`src/rtl/pulse_burst_gen_if.sv`:
```
// Control/status bundle between a sequencer and pulse_burst_gen.
interface pulse_burst_gen_if #(
    parameter int unsigned CNT_W = 8
);
    logic             START;
    logic             STOP;
    logic [CNT_W-1:0] HIGH_W;
    logic [CNT_W-1:0] LOW_W;
    logic [CNT_W-1:0] NUM;
    logic             OUT;
    logic             BUSY;
    logic             DONE;

    // Sequencer side: issues commands, observes pulse output and status
    modport master (
        output START, STOP, HIGH_W, LOW_W, NUM,
        input  OUT, BUSY, DONE
    );

    // Generator side
    modport slave (
        input  START, STOP, HIGH_W, LOW_W, NUM,
        output OUT, BUSY, DONE
    );
endinterface

```
`src/rtl/pulse_burst_gen.sv`:
```
// Programmable pulse-burst generator: NUM pulses of H cycles high then L cycles
// low, followed by a one-cycle DONE strobe. Every output is a flop.
module pulse_burst_gen #(
    parameter int unsigned CNT_W = 8
) (
    input  logic              CLK,
    input  logic              RST,
    pulse_burst_gen_if.slave  bus
);
    localparam logic [1:0] ST_IDLE = 2'd0;
    localparam logic [1:0] ST_HIGH = 2'd1;
    localparam logic [1:0] ST_LOW  = 2'd2;

    logic [1:0]       state_q, state_d;
    logic [CNT_W-1:0] phase_q, phase_d;
    logic [CNT_W-1:0] pulse_q, pulse_d;
    logic [CNT_W-1:0] h_q,     h_d;
    logic [CNT_W-1:0] l_q,     l_d;
    logic             out_q,   out_d;
    logic             busy_q,  busy_d;
    logic             done_q,  done_d;

    // Zero widths are promoted to one cycle at capture time
    logic [CNT_W-1:0] h_eff_c;
    logic [CNT_W-1:0] l_eff_c;

    // Effective phase lengths from the live inputs
    always_comb begin
        h_eff_c = (bus.HIGH_W == '0) ? CNT_W'(1) : bus.HIGH_W;
        l_eff_c = (bus.LOW_W  == '0) ? CNT_W'(1) : bus.LOW_W;
    end

    // Next-state and next-output logic
    always_comb begin
        state_d = state_q;
        phase_d = phase_q;
        pulse_d = pulse_q;
        h_d     = h_q;
        l_d     = l_q;
        out_d   = out_q;
        busy_d  = busy_q;
        done_d  = 1'b0;

        case (state_q)
            ST_IDLE: begin
                if (bus.START && !bus.STOP) begin
                    if (bus.NUM == '0) begin
                        done_d = 1'b1;
                    end else begin
                        h_d     = h_eff_c;
                        l_d     = l_eff_c;
                        pulse_d = bus.NUM - CNT_W'(1);
                        phase_d = h_eff_c - CNT_W'(1);
                        state_d = ST_HIGH;
                        out_d   = 1'b1;
                        busy_d  = 1'b1;
                    end
                end
            end
            ST_HIGH: begin
                if (bus.STOP) begin
                    state_d = ST_IDLE;
                    out_d   = 1'b0;
                    busy_d  = 1'b0;
                end else if (phase_q == '0) begin
                    state_d = ST_LOW;
                    phase_d = l_q - CNT_W'(1);
                    out_d   = 1'b0;
                end else begin
                    phase_d = phase_q - CNT_W'(1);
                end
            end
            ST_LOW: begin
                if (bus.STOP) begin
                    state_d = ST_IDLE;
                    out_d   = 1'b0;
                    busy_d  = 1'b0;
                end else if (phase_q == '0) begin
                    if (pulse_q == '0) begin
                        state_d = ST_IDLE;
                        busy_d  = 1'b0;
                        done_d  = 1'b1;
                    end else begin
                        pulse_d = pulse_q - CNT_W'(1);
                        phase_d = h_q - CNT_W'(1);
                        state_d = ST_HIGH;
                        out_d   = 1'b1;
                    end
                end else begin
                    phase_d = phase_q - CNT_W'(1);
                end
            end
            default: begin
                state_d = ST_IDLE;
                out_d   = 1'b0;
                busy_d  = 1'b0;
            end
        endcase
    end

    // State and output registers with synchronous reset
    always_ff @(posedge CLK) begin
        if (RST) begin
            state_q <= ST_IDLE;
            phase_q <= '0;
            pulse_q <= '0;
            h_q     <= '0;
            l_q     <= '0;
            out_q   <= 1'b0;
            busy_q  <= 1'b0;
            done_q  <= 1'b0;
        end else begin
            state_q <= state_d;
            phase_q <= phase_d;
            pulse_q <= pulse_d;
            h_q     <= h_d;
            l_q     <= l_d;
            out_q   <= out_d;
            busy_q  <= busy_d;
            done_q  <= done_d;
        end
    end

    assign bus.OUT  = out_q;
    assign bus.BUSY = busy_q;
    assign bus.DONE = done_q;
endmodule

```
`src/flat_wrapper.sv`:
```
// flat-port wrapper written by rule: the top's interface ports become plain ports
module pulse_burst_gen_flat 
#(
    parameter int unsigned CNT_W = 8
)
  (CLK, RST, bus_START, bus_STOP, bus_HIGH_W, bus_LOW_W, bus_NUM, bus_OUT, bus_BUSY, bus_DONE);
  pulse_burst_gen_if #(.CNT_W(CNT_W)) bus_i ();
  input  logic CLK;
  input  logic RST;
  input wire logic [$bits(bus_i.START)-1:0] bus_START;
  input wire logic [$bits(bus_i.STOP)-1:0] bus_STOP;
  input wire logic [$bits(bus_i.HIGH_W)-1:0] bus_HIGH_W;
  input wire logic [$bits(bus_i.LOW_W)-1:0] bus_LOW_W;
  input wire logic [$bits(bus_i.NUM)-1:0] bus_NUM;
  output wire logic [$bits(bus_i.OUT)-1:0] bus_OUT;
  output wire logic [$bits(bus_i.BUSY)-1:0] bus_BUSY;
  output wire logic [$bits(bus_i.DONE)-1:0] bus_DONE;
  assign bus_i.START = bus_START;
  assign bus_i.STOP = bus_STOP;
  assign bus_i.HIGH_W = bus_HIGH_W;
  assign bus_i.LOW_W = bus_LOW_W;
  assign bus_i.NUM = bus_NUM;
  assign bus_OUT = bus_i.OUT;
  assign bus_BUSY = bus_i.BUSY;
  assign bus_DONE = bus_i.DONE;
  pulse_burst_gen #(.CNT_W(CNT_W)) u_core (.CLK(CLK), .RST(RST), .bus(bus_i));
endmodule
```
`config.mk`:
```
export PLATFORM = sky130hd
export DESIGN_NAME = pulse_burst_gen_flat
export DESIGN_NICKNAME = d
export VERILOG_FILES = /design/src/rtl/pulse_burst_gen_if.sv /design/src/rtl/pulse_burst_gen.sv /design/src/flat_wrapper.sv
export SDC_FILE = /design/constraint.sdc
export NUM_CORES = 1
export LEC_CHECK = 0
export ABC_AREA = 1
export BUFFER_PORTS_ARGS = -buffer_cell sky130_fd_sc_hd__buf_2
export CAP_MARGIN = 25
export CORE_ASPECT_RATIO = 1.5
export CORE_MARGIN = 2
export CORE_UTILIZATION = 30
export CTS_BUF_LIST = sky130_fd_sc_hd__clkbuf_4 sky130_fd_sc_hd__clkbuf_8 sky130_fd_sc_hd__clkbuf_16
export CTS_CLUSTER_DIAMETER = 30
export DETAILED_ROUTE_END_ITERATION = 8
export REMOVE_ABC_BUFFERS = 1
export SLEW_MARGIN = 20
export SYNTH_ARGS = -nofsm -noshare
export SYNTH_HDL_FRONTEND = slang
export SYNTH_SLANG_ARGS = --single-unit
```
`constraint.sdc`:
```
create_clock -name CLK -period 2.1 [get_ports CLK]
set_input_delay 0.315 -clock CLK [delete_from_list [all_inputs] [get_ports CLK]]
set_output_delay 0.315 -clock CLK [all_outputs]
set_load 0.005 [all_outputs]
```
# [After elaboration in Yosys (flattened, before gate mapping)]
# Cells that the tools add are included.
[op_classes] add_sub_neg=6 n_eq_ne=14 n_mux=43 bitwise=1 reduce_logical=16
[op_table] cell="$mux W8" count=14
[op_table] cell="$sub A8 B1 Y8 const B" count=6
[op_table] cell="$logic_not A8 Y1" count=5
[op_table] cell="$pmux W8 S3" count=1
[op_table] cell="$mux W1" count=17
[op_table] cell="$pmux W8 S2" count=1
[op_table] cell="$mux W2" count=6
[op_table] cell="$reduce_and A6 Y1" count=2
[op_table] cell="$ne A2 B2 Y1 const B" count=5
[op_table] cell="$reduce_and A5 Y1" count=2
[op_table] cell="$ne A3 B2 Y1 const B" count=3
[op_table] cell="$ne A3 B3 Y1 const B" count=2
[op_table] cell="$pmux W1 S3" count=2
[op_table] cell="$pmux W2 S3" count=1
[op_table] cell="$ne A2 B1 Y1 const B" count=2
[op_table] cell="$reduce_and A4 Y1" count=1
[op_table] cell="$reduce_and A3 Y1" count=1
[op_table] cell="$reduce_bool A3 Y1" count=1
[op_table] cell="$eq A2 B1 Y1 const B" count=1
[op_table] cell="$eq A2 B2 Y1 const B" count=1
[op_table] cell="$logic_not A2 Y1" count=1
[op_table] cell="$pmux W1 S2" count=1
[op_table] cell="$reduce_bool A2 Y1" count=1
[op_table] cell="$logic_and A1 B1 Y1" count=1
[op_table] cell="other kinds (2)" count=2
[totals] reg_bits=37 in_bits=28

# [Depth between registers and ports, before layout]
# Gate-level depths: netlist (run 1).
[logic_depth] depth_word=6 depth_mapped=13

# [Worst setup path before layout (run 1)]
# OpenSTA, ideal clock, no wires.
[synth_timing] path_type="flip-flop to flip-flop" startpoint="register u_core.state_q[0]" endpoint="register u_core.pulse_q[6]" arrival_time_ns=1.701 required_ns=1.988 setup_slack_ns=0.287 path_stages_with_launch=14 n_path_buf=2 period_less_slack_ns=1.813 path_cell_list="dfxtp_1 -> inv_1 -> ha_1 -> buf_6 -> inv_4 -> buf_6 -> nand2_1 -> and2_1 -> ha_1 -> nand2_2 -> nor3_2 -> xor2_1 -> nor2_1 -> nor2_1"
[synth_via] elab_chain_cells=3
[synth_lines] item="from (decl)" line_no="pulse_burst_gen.sv:14" text="logic [1:0] state_q, state_d;"
[synth_lines] item="from (signal assigned)" line_no="pulse_burst_gen.sv:113" text="state_q <= state_d;"
[synth_lines] item="$eq A2 B2 Y1 / $logic_not A2 Y1 (equally long branches)" line_no="pulse_burst_gen.sv:44" text="case (state_q)"
[synth_lines] item="$ne A2 B1 Y1 (no line), or another cell as far along"
[synth_lines] item="$reduce_and A6 Y1 (no line)"
[synth_lines] item="to (signal assigned)" line_no="pulse_burst_gen.sv:115" text="pulse_q <= pulse_d;"
[synth_lines] item="to (decl)" line_no="pulse_burst_gen.sv:16" text="logic [CNT_W-1:0] pulse_q, pulse_d;"
# Parallel ways exist; a longest one is shown, timed or not.
# A chain may end at the register's enable or synchronous reset.

# [Final worst setup path (run 1)]
[layout_timing] startpoint="register u_core.state_q[0]" endpoint="register u_core.pulse_q[7]"
# Same word-level chain as after synthesis.

==> results of run 1 <==
==> where the power goes <==
part	switching, W	leakage, nW	internal [W]
clock network	0.000298	0.0799	0.000503
registers	0.000144	0.305	0.000905
logic	0.00176	0.971	0.000983
total	0.00220	1.36	0.00239
==> placed cells by master, fill, tap and decap left out <==
| cell type | instances |
|---|---|
| ha_2 | 1 |
| nand3_4 | 1 |
| nor2_4 | 1 |
| nand3_1 | 51 |
| nor2_1 | 48 |
| nand2_1 | 71 |
| or2_1 | 1 |
| clkbuf_16 | 5 |
| and2_1 | 1 |
| a31oi_1 | 1 |
| nand3_2 | 1 |
| inv_1 | 44 |
| clkbuf_8 | 2 |
| xor2_1 | 9 |
| o21ai_1 | 13 |
| inv_4 | 2 |
| o21ai_0 | 25 |
| nand4_1 | 8 |
| inv_2 | 4 |
| nand2_2 | 2 |
| a221oi_1 | 1 |
| buf_2 | 30 |
| xnor2_1 | 2 |
| o21ai_4 | 2 |
| dfxtp_1 | 37 |
| nor2_2 | 5 |
| nor3_2 | 1 |
| buf_4 | 10 |
| nor3_1 | 5 |
| o21a_2 | 1 |
| a21oi_1 | 43 |
| nor4_1 | 1 |
| o211ai_1 | 2 |
| a211oi_1 | 1 |
| ha_1 | 9 |
| clkinv_2 | 1 |
| nand2_4 | 1 |
| o21ai_2 | 2 |
==> flip-flops by register name, indices dropped and copies added (netlist names) <==
register	count
u_core.bus.DONE	1
u_core.pulse_q	8
u_core.h_q	8
u_core.bus.OUT	1
u_core.phase_q	8
u_core.state_q	2
u_core.l_q	8
u_core.bus.BUSY	1
==> routing by layer <==
| layer | vias up | GRT usage [%] |
|---|---|---|
| li1 | 1430 | - |
| met1 | 1242 | 16.7 |
| met2 | 51 | 29.3 |
| met3 | 25 | 2.60 |
| met4 | 0 | 8.90 |
| met5 | - | 0 |
==> critical path, cell delays in order (launching register included) <==
cell and delay, ns:
dfxtp_1 0.32, inv_1 0.11, ha_2 0.29, inv_4 0.08
buf_4 0.16, o21ai_4 0.18, nand3_2 0.13, nor2_2 0.14
nand2_1 0.08, xor2_1 0.14, nor2_1 0.10, nor2_1 0.05
==> stage by stage <==
stage	power, W	instance area, µm²
finish	0.00459	3080
global route	0.00500	3080
CTS	0.00461	3070
detailed placement	0.00379	2920
global placement	0.00375	2920
floorplan	0.00298	2560
==> worst paths after layout <==
kind / startpoint / endpoint / depth (start not counted)
setup / recovery: u_core.state_q[0] / u_core.pulse_q[7] / 11
hold / removal: bus_LOW_W[0] / u_core.l_q[0] / 3
setup reg to reg: u_core.state_q[0] / u_core.pulse_q[7] / 11
hold reg to reg: u_core.bus.BUSY / u_core.bus.BUSY / 2
==> kinds of logic (layout without fill, tap and decap cells) <==
| family | Yosys count | after routing | synth area share (%) |
|---|---|---|---|
| XOR/XNOR | 11 | 11 | 3.67 |
| adder cells (fa/ha/maj) | 10 | 10 | 4.76 |
| AO/OA/AOI/OAI | 91 | 91 | 19.1 |
| flip-flops | 37 | 37 | 28.2 |
| buffers and inverters | 63 | 98 | 10.1 |
| AND/OR/NAND/NOR | 198 | 198 | 34.2 |
==> final cells by class <==
type	count	share of cell area [%]
Inverter	50	6.27
Clock inverter	1	0.163
Multi-Input combinational cell	310	52.8
Timing Repair Buffer	40	7.32
Clock buffer	7	4.96
Sequential cell	37	24.1
Tap cell	107	4.35
==> metrics, run 1 <==
unrepaired setup endpoints after global routing no; Yosys cell types 36; CTS tree yes; Post-synth ARST share 0%; final hold vios 0; htree depth 2; vias per inst around 5.0; antenna cells 0; post-cts sizing count 0; first-pass GRT wire length 12,000 µm; root buffer cell clkbuf_16; top cells by area, synth dfxtp_1 28%, nand2_1 10%, nand3_1 9.7%; Setup Skew 0.00730 ns; Period Utilization, post-route 90.0%; top_reg_cell synth dfxtp_1; Final setup viols 0; Worst Hold Class in2reg; Vias 2,748; Starting Density 31.1%; Power Dens Cells 1490 nW/µm²; status finished clean; final wirelength 7280 µm; I/O pin cnt 31; cell count after placement 544; synthesis-stage register bit count 37; num rows 41; Max Buffers Root-to-Sink 2; Register-to-Register Setup Slack 0.21 ns; Slew Limit Fails 0; die height around 120 µm; final estimated routing congestion in global placement 0.874; Core Box Area 8460 µm²; Filler cells 922; top-count cell post-synth nand2_1; All-Layer GR Usage between 10% and 20%; GR Overflow Total 0; Max FO, Critical Path 8; Final ANT Viol Nets 0; most instantiated cells after synthesis 71 x nand2_1, 51 x nand3_1, 48 x nor2_1, 44 x inv_1, 43 x a21oi_1; Non-Filler Instances 552; clk_lat worst skew 0.29 ns; drt drc 0; highest routed layer met4; max-cap violations 0; fmax 529 MHz; final core occ 36.3%; DRC violation total after the first TritonRoute iteration 110; Worst-Margin Slew roughly 0.43 ns; top-area cell type share of the netlist area ~28%; crit end category flip-flop; Mean Syn Cell Area between 6 and 7 µm²; Crit Path Class reg2reg; routed length per instance 13.2 µm; largest net degree at the start of global routing 31; routed wl met2 3740 µm; initial antenna violation count 0; post-synth top area cell dfxtp_1; post-synthesis sequential area ratio 28.2%; Post-synth EDFFs 0; VDD IR max 516 µV; Die Area 9540 µm²; Metal-1 WL 2960 µm; DR pass1 iterations 4; share of post-route cells with drive strength above 1 about 16%; synth warn 0; # port buffers 30; Leak 1.36 nW; number of global-route vias before repair roughly 2,700; Relative slew margins 71.5%; pre-CTS WS between 0.1 and 0.15 ns; sum of negative setup slack 0 ns; worst hold slack ~0.27 ns; CTS buffer count 5; hpwl dp approximately 5800 µm; # Post-CTS Setup Buffers 0; Die Wd around 80 µm; Final nets 482; crit path DAT 2.07 ns; Worst-path clk slew 0.06 ns; Area Overhead vs Synth 17.0%; clock tree sinks 37; setup slack after layout 0.211 ns; Post-Synthesis Cells 410; mapped cell area 2630 µm²; WL met3 233 µm; minimum clock period roughly 1.9 ns; hold_buf cts 0; CP required 2.28 ns; FF/Latch Area ~740 µm²; area of the multi-input gates 1630 µm²; crit start category flip-flop
(Power assumes the default switching activity.)
==> run 2: changes to the inputs <==
PLACE_DENSITY_LB_ADDON = 0.3   (was not set)
==> run 2 against run 1 <==
Net effect: sequential share of layout area down 0.26 points; final cell count down 0.18%; wire length rose by 1.1%; clock power increased by 12%; total power increased by 2.6%; worst setup slack gained 0.0010 ns; largest power group unchanged; sequential cell count unchanged; critical path depth shrank 1; critical endpoint is now u_core.phase_q[3]; first-iteration DRC count rose by 49%; count of clock-buffer cells in the layout stayed put.
==> metrics, run 2 (synthesis gave the netlist of run 1 again) <==
status finished clean; All-Layer GR Usage 16.6% (+0.60 points); vias per inst 5.02 (+0.76%); r2r startpoint u_core.state_q[1]; Worst-path clk slew 0.06 ns (about the same); Hold Path Cell Cnt 3 (unchanged); Die Area 9540 µm² (unchanged); Reg-to-Reg End u_core.phase_q[3]; clk_lat worst skew 0.29 ns (about the same); worst hold slack 0.265 ns (-0.00752 ns); # Post-CTS Setup Buffers 0 (unchanged); Power Dens Cells 1510 nW/µm² (+1.5%); routed length per instance 13.4 µm (+1.3%); Final nets 481 (-0.21%); Area Overhead vs Synth 18.3%; CTS buffer count 5 (unchanged); hpwl dp 5800 µm (+0.16%); minimum clock period 1.89 ns (-0.00103 ns); Reg2Reg Depth 10 (-1); Die Wd 80.4 µm (unchanged); hold path startpoint bus_LOW_W[0]; Final setup viols 0 (unchanged); fmax 530 MHz (about the same); drt drc 0 (unchanged); area of the multi-input gates 1640 µm² (+0.62%); root buffer cell clkbuf_16; first-pass GRT wire length 12,400 µm (+3.6%); # port buffers 30 (unchanged); Register-to-Register Setup Slack 0.21 ns (about the same); Setup Skew 0.00644 ns (-0.000862 ns); most frequent cells in the layout 71 x nand2_1, 51 x nand3_1, 48 x nor2_1; initial antenna violation count 0 (unchanged); Starting Density 31.1% (unchanged); Max Buffers Root-to-Sink 2 (unchanged); Core Box Area 8460 µm² (unchanged); Worst Hold Class in2reg; htree depth 2 (unchanged); final estimated routing congestion in global placement 0.815 (-6.7%); Max FO, Critical Path 10 (+2); FF/Latch Area 741 µm² (unchanged); max-cap violations 0 (unchanged); I/O pin cnt 31 (unchanged); Period Utilization, post-route 89.9% (about the same); final hold vios 0 (unchanged); unrepaired setup endpoints after global routing no; Vias 2,764 (+0.58%); CTS tree yes; hold worst-path end u_core.l_q[0]; final wirelength 7360 µm (+1.1%); number of global-route vias before repair 2,780 (+3.6%); Crit Path Class reg2reg; final core occ 36.7% (+0.40 points); largest net degree at the start of global routing 31 (unchanged); most common cell after layout, fill and taps aside nand2_1; GR Overflow Total 0 (unchanged); die height 119 µm (unchanged); crit path DAT 2.07 ns (about the same); Slew Limit Fails 0 (unchanged); crit end category flip-flop; Final ANT Viol Nets 0 (unchanged); CP required 2.28 ns (about the same); share of post-route cells with drive strength above 1 16.0% (-0.19 points); Leak 1.37 nW (+0.79%); sum of negative setup slack 0 ns (unchanged); Relative slew margins 73.4% (+1.9 points); Worst-Margin Slew 0.398 ns (-0.0297 ns); VDD IR max 441 µV (-15%); num rows 41 (unchanged); DR pass1 iterations 4 (unchanged); antenna cells 0 (unchanged); crit start category flip-flop; Filler cells 924 (+0.22%); clock tree sinks 37 (unchanged); DRC violation total after the first TritonRoute iteration 164 (+49%)
-- run 2: changes by cell type in the layout (fill, tap and decap cells not counted), sizes merged --
cell    before  now
buf         40   39
bufinv       0    1
clkinv       1    0
-- run 2: repair_timing --
action	in CTS	in global routing
setup endpoints to repair	0	12
hold buffers	0	0
hold endpoints to repair	0	0
resized for setup	0	3
-- run 2: worst max path at each step --
stage                                 start                 to  slack, ns  cells after the start
final                     u_core.state_q[1]  u_core.phase_q[3]       0.21                     10
after global routing      u_core.state_q[1]  u_core.phase_q[3]       0.04                     10
after CTS                 u_core.state_q[0]  u_core.pulse_q[7]       0.07                     10
after detailed placement  u_core.state_q[0]  u_core.phase_q[3]        0.1                     11
after global placement    u_core.state_q[0]  u_core.phase_q[3]       0.17                     11
after floorplan           u_core.state_q[0]  u_core.pulse_q[6]       0.09                     11
-- run 2: critical path, cell delays in order (launching register included) --
cell	delay, ns
dfxtp_1	0.39
inv_1	0.10
ha_1	0.29
inv_1	0.17
nand2_2	0.09
a21oi_1	0.22
nand3_4	0.16
inv_4	0.15
nand2_1	0.08
nor2_1	0.10
nor2_1	0.04
-- run 2: power by group --
group / leakage [nW] / switching (W) / total (W) / internal, W
logic: 0.974 / 0.00177 / 0.00276 / 0.000991
clock network: 0.0875 / 0.000289 / 0.000895 / 0.000606
registers: 0.305 / 0.000153 / 0.00106 / 0.000905
total: 1.37 / 0.00221 / 0.00471 / 0.00250
-- run 2: per-stage QoR --
stage                     setup WS, ns  cell area, µm²  cells  power (W)
after global routing            0.0407            3110    551    0.00516
final                            0.212            3110    551    0.00471
after detailed placement        0.0958            2920    543    0.00380
after global placement           0.173            2920    543    0.00375
after floorplan                 0.0904            2560    397    0.00298
after CTS                       0.0729            3100    551    0.00471
-- run 2: final cells by class --
type                       instances  area share, %
multi-input combinational        310           52.6
sequential                        37           23.8
timing repair buffer              39           7.40
inverter                          50           6.20
clock buffer                       7           4.71
tap                              107           4.31
clock inverter                     1          0.966
-- run 2: per-layer routing --
metal  vias up  global-route usage, %  share of wire [%]
li1       1425                      -                  -
met1      1261                   16.8                 40
met2        58                   30.3                 52
met3        20                   2.98                3.1
met4         0                   9.96                4.6
met5         -                      0                  0
==> run 3: changes to the inputs <==
CAP_MARGIN = 40   (was 25)
MAX_ROUTING_LAYER = met4   (was not set)
==> run 3 against run 2 <==
Net effect: global-route usage up 0.48 points; final cell count unchanged; count of clock-buffer cells in the layout unchanged.
==> metrics, run 3 (synthesis gave the netlist of run 1 again) <==
status finished clean; Non-Filler Instances 551 (unchanged); Relative slew margins 73.3% (about the same); # port buffers 30 (unchanged); Worst-Margin Slew 0.399 ns (+0.00100 ns); first-pass GRT wire length 12,500 µm (+0.44%); fmax 530 MHz (about the same); Worst-path clk slew 0.06 ns (about the same); Final ANT Viol Nets 0 (unchanged); most common cell after layout, fill and taps aside nand2_1; unrepaired setup endpoints after global routing no; share of post-route cells with drive strength above 1 16.0% (unchanged); Die Wd 80.4 µm (unchanged); most frequent cells in the layout 71 x nand2_1, 51 x nand3_1, 48 x nor2_1; Worst Hold Class in2reg; Max Buffers Root-to-Sink 2 (unchanged); setup slack after layout 0.214 ns (+0.00157 ns); crit path DAT 2.06 ns (about the same); minimum clock period 1.89 ns (-0.00157 ns); crit-path max cell delay 0.36 ns (-0.03 ns); Slew Limit Fails 0 (unchanged); Power Dens Cells 1510 nW/µm² (about the same); Core Box Area 8460 µm² (unchanged); All-Layer GR Usage 17.1% (+0.48 points); antenna cells 0 (unchanged); root buffer cell clkbuf_16; die height 119 µm (unchanged); htree depth 2 (unchanged); final hold vios 0 (unchanged); family with the most delay on the worst path simple AND/OR/NAND/NOR gates; final core occ 36.7% (unchanged); Leak 1.37 nW (unchanged); DRC violation total after the first TritonRoute iteration 155 (-5.5%); DR pass1 iterations 4 (unchanged); I/O pin cnt 31 (unchanged); Filler cells 924 (unchanged); num rows 41 (unchanged); critical-path cell list inv_1, ha_4, buf_4, o21ai_1, nand2_1, nor2_2, nand2_1, xor2_1, nor2_1, nor2_1; routed length per instance 13.4 µm (+0.45%); hpwl dp 5800 µm (unchanged); Final setup viols 0 (unchanged); Die Area 9540 µm² (unchanged); drt drc 0 (unchanged); final wirelength 7390 µm (+0.45%); CTS tree yes; crit start category flip-flop; VDD IR max 445 µV (+0.81%); final estimated routing congestion in global placement 0.827 (+1.5%); crit end category flip-flop; CP max-delay cell dfxtp_1; largest net degree at the start of global routing 31 (unchanged); GR Overflow Total 0 (unchanged); pre-CTS WS 0.0958 ns (unchanged); Vias 2,791 (+0.98%); number of global-route vias before repair 2,769 (-0.40%); Area Overhead vs Synth 18.3% (unchanged); sum of negative setup slack 0 ns (unchanged); Setup Skew 0.00573 ns (-0.000708 ns); CTS buffer count 5 (unchanged); worst hold slack 0.265 ns (-0.000216 ns); initial antenna violation count 0 (unchanged); Period Utilization, post-route 89.8% (about the same); cell count after placement 543 (unchanged); Starting Density 31.1% (unchanged); # Post-CTS Setup Buffers 0 (unchanged); WP buf/inv 2 (-1); Crit Path Class reg2reg; max-cap violations 0 (unchanged); Max FO, Critical Path 8 (-2); CP required 2.28 ns (about the same); vias per inst 5.07 (+0.98%); clk_lat worst skew 0.29 ns (about the same); clock tree sinks 37 (unchanged); Final nets 481 (unchanged)
run 3: cell counts in the layout (fill, tap and decap cells not counted):
Identical to the previous run, type by type.
run 3: layout make-up:
| type | count | area (µm²) | share of cell area [%] |
|---|---|---|---|
| multi-input combinational | 310 | 1640 | 52.6 |
| tap | 107 | 134 | 4.31 |
| clock buffer | 7 | 146 | 4.71 |
| inverter | 50 | 193 | 6.20 |
| timing repair buffer | 39 | 230 | 7.40 |
| clock inverter | 1 | 30.0 | 0.966 |
| sequential | 37 | 741 | 23.8 |
run 3: repair_timing:
action | CTS | global route
setup endpoints to repair | 0 | 14
hold endpoints to repair | 0 | 0
resized for setup | 0 | 3
hold buffers | 0 | 0
run 3: worst min-delay path, cell delays in order:
cell and delay, ns:
buf_2 0.07, a211oi_1 0.05, nor2_1 0.07
run 3: final timing paths:
path,from,to,slack [ns],cells past startpoint
max,u_core.state_q[0],u_core.pulse_q[7],0.21,10
min,bus_LOW_W[0],u_core.l_q[0],0.26,3
max reg2reg,u_core.state_q[0],u_core.pulse_q[7],0.21,10
min reg2reg,u_core.bus.BUSY,u_core.bus.BUSY,0.44,2
run 3: stage by stage:
| step | instance area [µm²] | power, W |
|---|---|---|
| finish | 3110 | 0.00471 |
| global route | 3110 | 0.00516 |
| CTS | 3100 | 0.00471 |
| detailed placement | 2920 | 0.00380 |
| global placement | 2920 | 0.00375 |
| floorplan | 2560 | 0.00298 |
run 3: report_power, final:
part           internal (W)  switching (W)  leakage [nW]
registers          0.000905       0.000154         0.305
logic              0.000991        0.00177         0.974
clock network      0.000606       0.000288        0.0875
run 3: routing by layer:
metal,global-route usage [%],vias up,part of all wire [%]
met1,17.0,1278,40
met2,30.3,64,52
li1,-,1429,-
met3,2.98,20,3.2
met5,-,-,0
met4,9.96,0,4.6
